[config.mk]
export PLATFORM = sky130hd
export DESIGN_NAME = cpu_bus_arbiter
export DESIGN_NICKNAME = d
export VERILOG_FILES = /design/src/rtl/cpu_bus_arbiter.sv
export SDC_FILE = /design/constraint.sdc
export NUM_CORES = 1
export LEC_CHECK = 0
export BUFFER_PORTS_ARGS = -buffer_cell sky130_fd_sc_hd__buf_2
export CORE_AREA = 5 5 128 130
export DETAILED_ROUTE_END_ITERATION = 8
export DIE_AREA = 0 0 133 135
export GPL_ROUTABILITY_DRIVEN = 0
export REMOVE_ABC_BUFFERS = 1
export SLEW_MARGIN = 10
export SYNTH_ARGS = -nofsm -noshare
export SYNTH_HDL_FRONTEND = slang
export SYNTH_SLANG_ARGS = --single-unit
[constraint.sdc]
create_clock -name i_clock -period 4 [get_ports i_clock]
set_input_delay 0.4 -clock i_clock [delete_from_list [all_inputs] [get_ports i_clock]]
set_output_delay 0.4 -clock i_clock [all_outputs]
set_load 0.01 [all_outputs]
[src/rtl/cpu_bus_arbiter.sv]
// Two-master CPU bus arbiter (data cache = m0, instruction cache = m1).
// Round-robin on ties, grant held while the owner keeps requesting, bus watchdog with sticky fault.
//
// state    | meaning
// ---------+-------------------------------------------------------------
// ST_IDLE  | no owner; bus outputs 0; arbitrate pending requests
// ST_OWN   | owner's request/address/data routed to the bus; watchdog runs
// ST_ABORT | one-cycle forced completion (ready=1, rdata=all ones) after timeout
module cpu_bus_arbiter #(
  parameter int unsigned TIMEOUT = 1023
) (
  input  logic        i_clock,
  input  logic        i_reset_n,
  input  logic        i_m0_rw,
  input  logic        i_m0_request,
  output logic        o_m0_ready,
  input  logic [31:0] i_m0_address,
  input  logic [31:0] i_m0_wdata,
  output logic [31:0] o_m0_rdata,
  input  logic        i_m1_rw,
  input  logic        i_m1_request,
  output logic        o_m1_ready,
  input  logic [31:0] i_m1_address,
  input  logic [31:0] i_m1_wdata,
  output logic [31:0] o_m1_rdata,
  output logic        o_bus_rw,
  output logic        o_bus_request,
  input  logic        i_bus_ready,
  output logic [31:0] o_bus_address,
  output logic [31:0] o_bus_wdata,
  input  logic [31:0] i_bus_rdata,
  output logic        o_busy,
  output logic        o_fault,
  output logic [31:0] o_fault_address
);

  typedef enum logic [1:0] {
    ST_IDLE  = 2'd0,
    ST_OWN   = 2'd1,
    ST_ABORT = 2'd2
  } state_t;

  localparam bit          WDOG_EN    = (TIMEOUT != 0);
  localparam logic [15:0] WAIT_LIMIT = WDOG_EN ? 16'(TIMEOUT - 1) : 16'd0;

  state_t      state;
  logic        owner;
  logic        last;
  logic [15:0] wait_cnt;

  logic        owner_request;
  logic        owner_rw;
  logic [31:0] owner_address;
  logic [31:0] owner_wdata;
  logic        any_request;
  logic        grant_m1;

  assign owner_request = owner ? i_m1_request : i_m0_request;
  assign owner_rw      = owner ? i_m1_rw      : i_m0_rw;
  assign owner_address = owner ? i_m1_address : i_m0_address;
  assign owner_wdata   = owner ? i_m1_wdata   : i_m0_wdata;

  // m1 wins when it is the only requester, or on a tie when m0 was granted last.
  assign any_request = i_m0_request | i_m1_request;
  assign grant_m1    = i_m1_request & (~i_m0_request | ~last);

  always_ff @(posedge i_clock or negedge i_reset_n) begin
    if (!i_reset_n) begin
      state           <= ST_IDLE;
      owner           <= 1'b0;
      last            <= 1'b1;
      wait_cnt        <= 16'd0;
      o_fault         <= 1'b0;
      o_fault_address <= 32'd0;
    end else begin
      case (state)
        ST_IDLE: begin
          wait_cnt <= 16'd0;
          if (any_request) begin
            owner <= grant_m1;
            last  <= grant_m1;
            state <= ST_OWN;
          end
        end
        ST_OWN: begin
          // Ready and request-drop both take priority over the watchdog limit.
          if (!owner_request) begin
            state    <= ST_IDLE;
            wait_cnt <= 16'd0;
          end else if (i_bus_ready) begin
            wait_cnt <= 16'd0;
          end else if (WDOG_EN && (wait_cnt == WAIT_LIMIT)) begin
            state    <= ST_ABORT;
            wait_cnt <= 16'd0;
          end else begin
            wait_cnt <= wait_cnt + 16'd1;
          end
        end
        ST_ABORT: begin
          o_fault         <= 1'b1;
          o_fault_address <= owner_address;
          wait_cnt        <= 16'd0;
          state           <= owner_request ? ST_OWN : ST_IDLE;
        end
        default: begin
          state    <= ST_IDLE;
          wait_cnt <= 16'd0;
        end
      endcase
    end
  end

  always_comb begin
    o_bus_rw      = 1'b0;
    o_bus_request = 1'b0;
    o_bus_address = 32'd0;
    o_bus_wdata   = 32'd0;
    o_m0_ready    = 1'b0;
    o_m0_rdata    = 32'd0;
    o_m1_ready    = 1'b0;
    o_m1_rdata    = 32'd0;
    case (state)
      ST_OWN: begin
        o_bus_rw      = owner_rw;
        o_bus_request = owner_request;
        o_bus_address = owner_address;
        o_bus_wdata   = owner_wdata;
        if (owner) begin
          o_m1_ready = i_bus_ready & owner_request;
          o_m1_rdata = i_bus_rdata;
        end else begin
          o_m0_ready = i_bus_ready & owner_request;
          o_m0_rdata = i_bus_rdata;
        end
      end
      ST_ABORT: begin
        if (owner) begin
          o_m1_ready = 1'b1;
          o_m1_rdata = 32'hFFFF_FFFF;
        end else begin
          o_m0_ready = 1'b1;
          o_m0_rdata = 32'hFFFF_FFFF;
        end
      end
      default: ;
    endcase
  end

  assign o_busy = (state != ST_IDLE);

endmodule

==> summary.txt, run 1 <==
Status
  – Status: finished clean

Synthesis
  – Async set or reset register ratio after synthesis: 100%
  – Post-synth top area share: a little under a third
  – Synthesized cell area: 4170 um2
  – Top post-synthesis cells by area: dfrtp_1 31%, mux2i_1 16%, a21boi_0 12%
  – Seq/Total Area, Yosys: about a third
  – Yosys reg bits: 53
  – Syn avg cell area: 8.10 um2
  – Cells after synthesis: 515
  – Yosys top cell by area: dfrtp_1
  – Ys Warns: 0
  – Yosys cell types: 34
  – Number of synthesized flops with an enable pin: 0
  – Most used DFF post-synth: dfrtp_1

Clock network
  – Clk sinks: 53
  – Worst-Skew Late Latency: 0.28 ns
  – Post_cts resized: 0
  – Clock Tree Buf Depth: 2
  – CTS buffer count: 5
  – Post-CTS Setup Repair Bufs: 0
  – Root buffer cell: clkbuf_16
  – CTS clk-pin slew, worst paths: roughly 0.07 ns
  – CTS tree: built
  – Hold_buf cts: 0
  – Max H-tree Level: 2

Timing
  – Clock Skew: 0.00811 ns
  – Fin crit period: 2.84 ns
  – Relative slew slack: between 20 and 30%
  – Max Clock Freq: 352 MHz
  – Final hold violation count: 0
  – RSZ-0062 raised after global routing: no
  – Measured slew at the worst slew-check pin: 1.06 ns
  – Final Setup Violations: 0
  – Fin crit share: between 70 and 80%
  – TNS Setup: 0 ns
  – Max-slew violation count: 0

Placement
  – PortBufs: roughly 330
  – HPWL after DPL: 12,000 um
  – DP Area: between 5000 and 6000 um2

Pwr
  – Leakage power: 3.14 nW
  – VDD IR max: around 0.00023 V
  – Pwr dens: 481 nW/um2
  – Final Total Pwr: between 2 and 3 mW

GRT
  – Maximum number of pins on one net before global-route repair: between 60 and 70
  – Global-route wire length before repair: ~23,000 um
  – Initial antenna violation count: 0
  – Gr usage total: 15.2%
  – Grt ovf: 0
  – Vias in the first global route: 4,374

Job
  – Max-cap viol count: 0

Finish
  – Post-route cell area: 6090 um2
  – Fillers: 1,598
  – Antenna Cells: 0
  – Layout area overhead: 46.0%
  – Fin util: between 40% and 50%
  – Nets: 988
  – Share of layout cells above drive strength 1: 43.6%

Hold path
  – Hold Crit Class: primary input to asynchronous set/reset pin

Setup path
  – Worst Path Max Fanout: 32
  – CP endpoint kind: output pin
  – Critical path class: register to output pin
  – WP data required: 3.60 ns
  – Crit path launch type: register
  – CP Data Arrival Time: 2.44 ns

Route
  – Routed WL per cell: around 15 um
  – Drt via density: 4.53
  – Drt drc: 0
  – WL final: 15,200 um
  – Drt first pass iters: 4
  – Iter 0 DRT Violations: 160
  – Routed Antenna Nets: 0
  – Vias: 4,550

Floorplanning
  – Total I/O pin count: 333
  – Die width: approximately 130 um
  – Die area: around 18,000 um2
  – Core area: 15,000 um2
  – Initial Util: 27.7%
  – Die height: 135 um
  – Cell Rows: 45
[through the flow]
stage          hold slack [ns]  cells  setup WS, ns
2_1_floorplan            0.104    470        -0.359
3_3_place_gp             0.352    996          1.40
3_5_place_dp             0.356    996          1.39
4_1_cts                 0.0421   1004          1.08
5_1_grt                 0.0502   1004         0.900
6_report                0.0337   1004          1.16
[cells in the mapped netlist (6+ instances only)]
| cell type | number |
|---|---|
| nand3_1 | 6 |
| xor2_1 | 8 |
| nor2b_1 | 66 |
| mux2i_1 | 65 |
| buf_2 | 8 |
| a21boi_0 | 64 |
| ha_1 | 6 |
| nor2_1 | 54 |
| nand2_1 | 74 |
| xnor2_1 | 6 |
| clkbuf_1 | 36 |
| dfrtp_1 | 52 |
| a21oi_1 | 35 |
[path summary, 6_finish.rpt]
kind                                startpoint                               to  slack, ns  cells after the start
max                          owner$_DFFE_PN0P_                   o_m1_rdata[12]       1.16                      4
min                                  i_reset_n  o_fault_address[22]$_DFFE_PN0N_       0.03                      1
max reg2reg                  owner$_DFFE_PN0P_  o_fault_address[29]$_DFFE_PN0N_       1.98                      3
min reg2reg                o_fault$_DFFE_PN0N_              o_fault$_DFFE_PN0N_       0.47                      1
max in group asynchronous            i_reset_n                owner$_DFFE_PN0P_       3.14                      2
min in group i_clock              i_m0_request                 last$_DFFE_PN1P_       0.32                      2
[where the power goes]
group          internal, mW  total (mW)  switching, mW
Sequential            0.561       0.643         0.0819
Clock                 0.249       0.431          0.182
Combinational         0.851        1.86           1.00
Total                  1.66        2.93           1.27
[area by class of cell]
class	count	area (um2)	area share, %
Timing Repair Buffer	338	1710	28.0
Sequential cell	53	1330	21.9
Inverter	5	18.8	0.308
Clock inverter	2	13.8	0.226
Multi-Input combinational cell	412	2650	43.4
Tap cell	188	235	3.86
Clock buffer	6	139	2.28
[sequential cells by signal, indices dropped and copies added, names as in the netlist]
register / flops
wait_cnt: 16
owner: 1
state: 2
o_fault: 1
o_fault_address: 32
last: 1
[cells in the final DEF, fill, tap and decap left out, types with 2 or more instances in the layout]
cell       netlist  final
a21oi_1         35     35
mux2i_1         65     65
xor2_1           8      8
nand4_1          3      3
nor3_1           5      5
buf_2            8    332
xnor2_1          6      6
ha_2             0      2
buf_4            0      6
and3_1           2      2
nor2b_1         66     65
ha_1             6      4
nand2_1         74     74
clkbuf_16        0      5
inv_1            5      5
o21ai_0          2      2
o41ai_1          2      2
a31oi_1          2      2
nand3_1          6      6
nor2_1          54     54
a21boi_0        64     64
dfrtp_1         52     51
[cell families after synthesis]
family / after synthesis / share of synthesized area [%]
compound gates: 107 / 17.6
xor+xnor: 14 / 2.94
fa+ha+maj: 6 / 1.80
buf+inv: 50 / 4.92
flops: 53 / 31.8
mux: 66 / 15.9
simple gates: 219 / 25.1
[per-layer routing]
metal  routed length (um)  up-vias  track usage [%]
met3                 1050       12             3.43
met5                    0        -                0
met4                  161        0             2.77
met2                 8020      186             29.0
li1                     -     2320                -
met1                 5970     2032             17.3
[worst max-delay path, cell delays in order, from the launching register on]
cell	delay, ns
dfrtp_4	0.73
and2_1	0.91
nand2_1	0.13
a21boi_0	0.20
buf_2	0.17
Power figures use the tool's default switching activity.
==> run 2, diff against run 1 <==
--- a/config.mk
+++ b/config.mk
@@ -5,10 +5,11 @@
 export SDC_FILE = /design/constraint.sdc
 export NUM_CORES = 1
 export LEC_CHECK = 0
+export ABC_AREA = 1
 export BUFFER_PORTS_ARGS = -buffer_cell sky130_fd_sc_hd__buf_2
-export CORE_AREA = 5 5 128 130
+export CORE_AREA = 5 5 126 128
 export DETAILED_ROUTE_END_ITERATION = 8
-export DIE_AREA = 0 0 133 135
+export DIE_AREA = 0 0 131 133
 export GPL_ROUTABILITY_DRIVEN = 0
 export REMOVE_ABC_BUFFERS = 1
 export SLEW_MARGIN = 10
==> constraint.sdc (replaced) <==
create_clock -name i_clock -period 2.7 [get_ports i_clock]
set_input_delay 0.27 -clock i_clock [delete_from_list [all_inputs] [get_ports i_clock]]
set_output_delay 0.27 -clock i_clock [all_outputs]
set_load 0.01 [all_outputs]
==> run 2 against run 1 <==
Sequential power increased by 91%. Clock skew decreased by 0.00061 ns. Critical path depth increased by 3. Area after synthesis decreased by 6.2%. Global-route usage increased by 3.3 points. Setup slack got worse by 0.84 ns. Sequential share of layout area increased by 0.85 points. Critical endpoint is now o_bus_wdata[17].
==> summary.txt, run 2 <==
Status
  – Status: finished clean (unchanged)

Timing
  – Final Setup Violations: 0 (unchanged)
  – Fin crit share: 88.1%
  – Final hold violation count: 0 (unchanged)
  – Relative slew slack: 54.0% (was 29.3%)
  – RSZ-0062 raised after global routing: no (unchanged)
  – Clock Skew: 0.00751 ns (was 0.00811 ns)
  – Max Clock Freq: ~420 MHz
  – Measured slew at the worst slew-check pin: 0.689 ns (was 1.06 ns)
  – Fin crit period: 2.38 ns
  – Max-slew violation count: 0 (unchanged)

Synthesis
  – Ys Warns: 0 (unchanged)
  – Seq/Total Area, Yosys: 33.9% (was 31.8%)
  – Async set or reset register ratio after synthesis: 100% (unchanged)
  – Yosys top cell by area: dfrtp_1 (unchanged)
  – Top post-synthesis cells by area: dfrtp_1 33%, nand2_1 13%, a21oi_1 8.4% (was dfrtp_1 31%, mux2i_1 16%, a21boi_0 12%)
  – Synthesized cell area: 3910 um2 (was 4170 um2)
  – Post-synth top area share: 33.2% (was 31.2%)
  – Syn avg cell area: 7.37 um2 (was 8.10 um2)
  – Number of synthesized flops with an enable pin: 0 (unchanged)
  – Yosys cell types: 26 (was 34)
  – Commonest cells in the netlist: 135 x nand2_1, 66 x a21oi_1, 55 x nor2_1 (was 74 x nand2_1, 66 x nor2b_1, 65 x mux2i_1)
  – Cells after synthesis: 531 (was 515)
  – Most numerous cell in the Yosys netlist: nand2_1 (unchanged)
  – Yosys reg bits: 53 (unchanged)
  – Most used DFF post-synth: dfrtp_1 (unchanged)

Clock network
  – CTS tree: built (unchanged)
  – Root buffer cell: clkbuf_16 (unchanged)
  – Clk sinks: 53 (unchanged)
  – Post_cts resized: 0 (unchanged)
  – Worst-Skew Late Latency: 0.30 ns (was 0.28 ns)
  – Hold_buf cts: 0 (unchanged)
  – CTS clk-pin slew, worst paths: 0.07 ns (about the same)
  – Max H-tree Level: 2 (unchanged)
  – Clock Tree Buf Depth: 2 (unchanged)
  – CTS buffer count: 5 (unchanged)
  – Post-CTS Setup Repair Bufs: 0 (unchanged)

Floorplanning
  – Die area: 17,400 um2 (was 18,000 um2)
  – Die width: 131 um (was 133 um)
  – Core area: 14,800 um2 (was 15,000 um2)
  – Initial Util: 26.5% (was 27.7%)
  – Cell Rows: 45 (unchanged)
  – Die height: 133 um (was 135 um)
  – Total I/O pin count: 333 (unchanged)

Setup path
  – R2r worst-path depth: 7 (was 3)
  – Critical path class: register to output pin (unchanged)
  – Crit path launch type: register (unchanged)
  – Crit-path max cell delay: 0.42 ns (was 0.91 ns)
  – Worst Path Max Fanout: 15 (was 32)
  – CP endpoint kind: output pin (unchanged)
  – Worst path cell trace: inv_1, ha_1, inv_2, nor2_4, buf_4, a22o_1, buf_2 (was and2_1, nand2_1, a21boi_0, buf_2)
  – Reg2reg start: owner$_DFFE_PN0P_ (unchanged)
  – WP data required: 2.43 ns (was 3.60 ns)
  – FF-to-FF End: wait_cnt[6]$_DFF_PN0_ (was o_fault_address[29]$_DFFE_PN0N_)
  – CP Data Arrival Time: 2.11 ns (was 2.44 ns)
  – Slowest-stage cell, CP: dfrtp_1 (was and2_1)
  – FF-to-FF setup slack: 0.80 ns (was 1.98 ns)

Route
  – Drt via density: 4.72 (was 4.53)
  – Routed WL per cell: 16.9 um (was 15.1 um)
  – Drt first pass iters: 4 (unchanged)
  – Vias: 4,881 (was 4,550)
  – Routed Antenna Nets: 0 (unchanged)
  – WL final: 17,500 um (was 15,200 um)
  – Drt drc: 0 (unchanged)
  – Iter 0 DRT Violations: 248 (was 160)

Finish
  – Nets: 1,015 (was 988)
  – Most frequent cells in the layout: 332 x buf_2, 135 x nand2_1, 66 x a21oi_1, 55 x nor2_1, 51 x dfrtp_1 (was 332 x buf_2, 74 x nand2_1, 65 x mux2i_1, 65 x nor2b_1, 64 x a21boi_0)
  – Share of layout cells above drive strength 1: 44.5% (was 43.6%)
  – Fillers: 1,642 (was 1,598)
  – Top flop regs: o_fault_address: 32 flops, wait_cnt: 16 flops, state: 2 flops (unchanged)
  – Layout area overhead: 49.5% (was 46.0%)
  – Post-route cell area: 5850 um2 (was 6090 um2)
  – Commonest non-fill, non-tap cell in the layout: buf_2 (unchanged)
  – Reg with most FFs: o_fault_address (unchanged)
  – Max FFs per register: 32 (unchanged)

Pwr
  – VDD IR max: 0.000399 V (was 0.000229 V)
  – Final Total Pwr: 6.19 mW (was 2.93 mW)
  – Pwr dens: 1060 nW/um2 (was 481 nW/um2)
  – Leakage power: 3.25 nW (was 3.14 nW)

GRT
  – Initial antenna violation count: 5 (was 0)
  – Maximum number of pins on one net before global-route repair: 65 (was 68)
  – Vias in the first global route: 4,669 (was 4,374)
  – Gr usage total: 18.5% (was 15.2%)
  – Global-route wire length before repair: 24,900 um (was 22,700 um)
  – Grt ovf: 0 (unchanged)

Placement
  – HPWL after DPL: 14,400 um (was 12,000 um)
  – PortBufs: 332 (unchanged)
  – DP Area: 5690 um2 (was 5940 um2)

Hold path
  – Hold Crit Class: primary input to asynchronous set/reset pin (unchanged)

Job
  – Max-cap viol count: 0 (unchanged)
-- run 2: cell types whose count changed after synthesis, moves of 10 or more --
| cell | delta |
|---|---|
| nor2b_1 | -66 |
| a21boi_0 | -64 |
| nand2_1 | +61 |
| a22o_1 | +33 |
| mux2i_1 | -33 |
| o21ai_0 | +32 |
| a21oi_1 | +31 |
| inv_1 | +19 |
| clkbuf_1 | -18 |
| nor2_2 | +11 |
| buf_6 | +10 |
-- run 2: routing by layer --
metal,GRT usage [%],vias up,share of wire (%)
met5,0,-,0.19
met3,5.01,27,10
met2,34.9,244,52
li1,-,2398,-
met1,19.4,2206,35
met4,5.71,6,2.3
-- run 2: how the worst max path moves through the flow --
stage,startpoint,to,slack (ns),depth (start not counted)
after floorplan,owner$_DFFE_PN0P_,o_m0_rdata[0],-0.38,3
after global placement,state[1]$_DFFE_PN0P_,o_bus_wdata[17],0.60,7
after detailed placement,state[1]$_DFFE_PN0P_,o_bus_wdata[17],0.62,7
after CTS,state[1]$_DFFE_PN0P_,o_bus_wdata[17],0.29,7
after global routing,state[1]$_DFFE_PN0P_,o_m0_rdata[30],0.12,8
final,state[1]$_DFFE_PN0P_,o_bus_wdata[17],0.32,7
-- run 2: cells by family after synthesis --
kind of cell	share of synthesized area [%]
muxes	8.18
buffers and inverters	9.11
adders and majority gates	1.92
and+or+nand+nor	24.3
xor gates and xnor gates	2.01
AOI/OAI and AO/OA	20.6
DFF	33.9
-- run 2: final cells by class --
type / count / area, um2 / area share (%)
diodes: 3 / 7.51 / 0.128
clock buffers: 6 / 139 / 2.37
inverters: 26 / 97.6 / 1.67
well taps: 188 / 235 / 4.02
multi-input cells: 410 / 2230 / 38.2
clock inverters: 2 / 17.5 / 0.299
flip-flops and latches: 53 / 1330 / 22.7
repair buffers: 346 / 1790 / 30.6
-- run 2: metrics by stage --
stage | utilization, % | instances | setup TNS (ns) | hold slack, ns | setup WS, ns
final | 39.7 | 1034 | 0 | 0.0111 | 0.321
after global routing | 39.7 | 1033 | 0 | 0.0907 | 0.119
after CTS | 39.6 | 1031 | 0 | 0.0391 | 0.288
after detailed placement | 38.6 | 1023 | 0 | 0.360 | 0.625
after global placement | 38.6 | 1023 | 0 | 0.356 | 0.605
after floorplan | - | 489 | -34.60 | -0.0256 | -0.380
-- run 2: report_power, final --
| part | internal [mW] | total [mW] | switching, mW |
|---|---|---|---|
| logic | 1.62 | 4.29 | 2.67 |
| registers | 1.08 | 1.23 | 0.155 |
| clock network | 0.374 | 0.672 | 0.297 |
-- run 2: critical path, delay by kind of cell (launching register included) --
kind / cells / cell delay, ns
AO/OA/AOI/OAI: 1 / 0.25
AND/OR/NAND/NOR: 1 / 0.31
adder cells (fa/ha/maj): 1 / 0.22
flip-flops: 1 / 0.42
buffers and inverters: 4 / 0.61
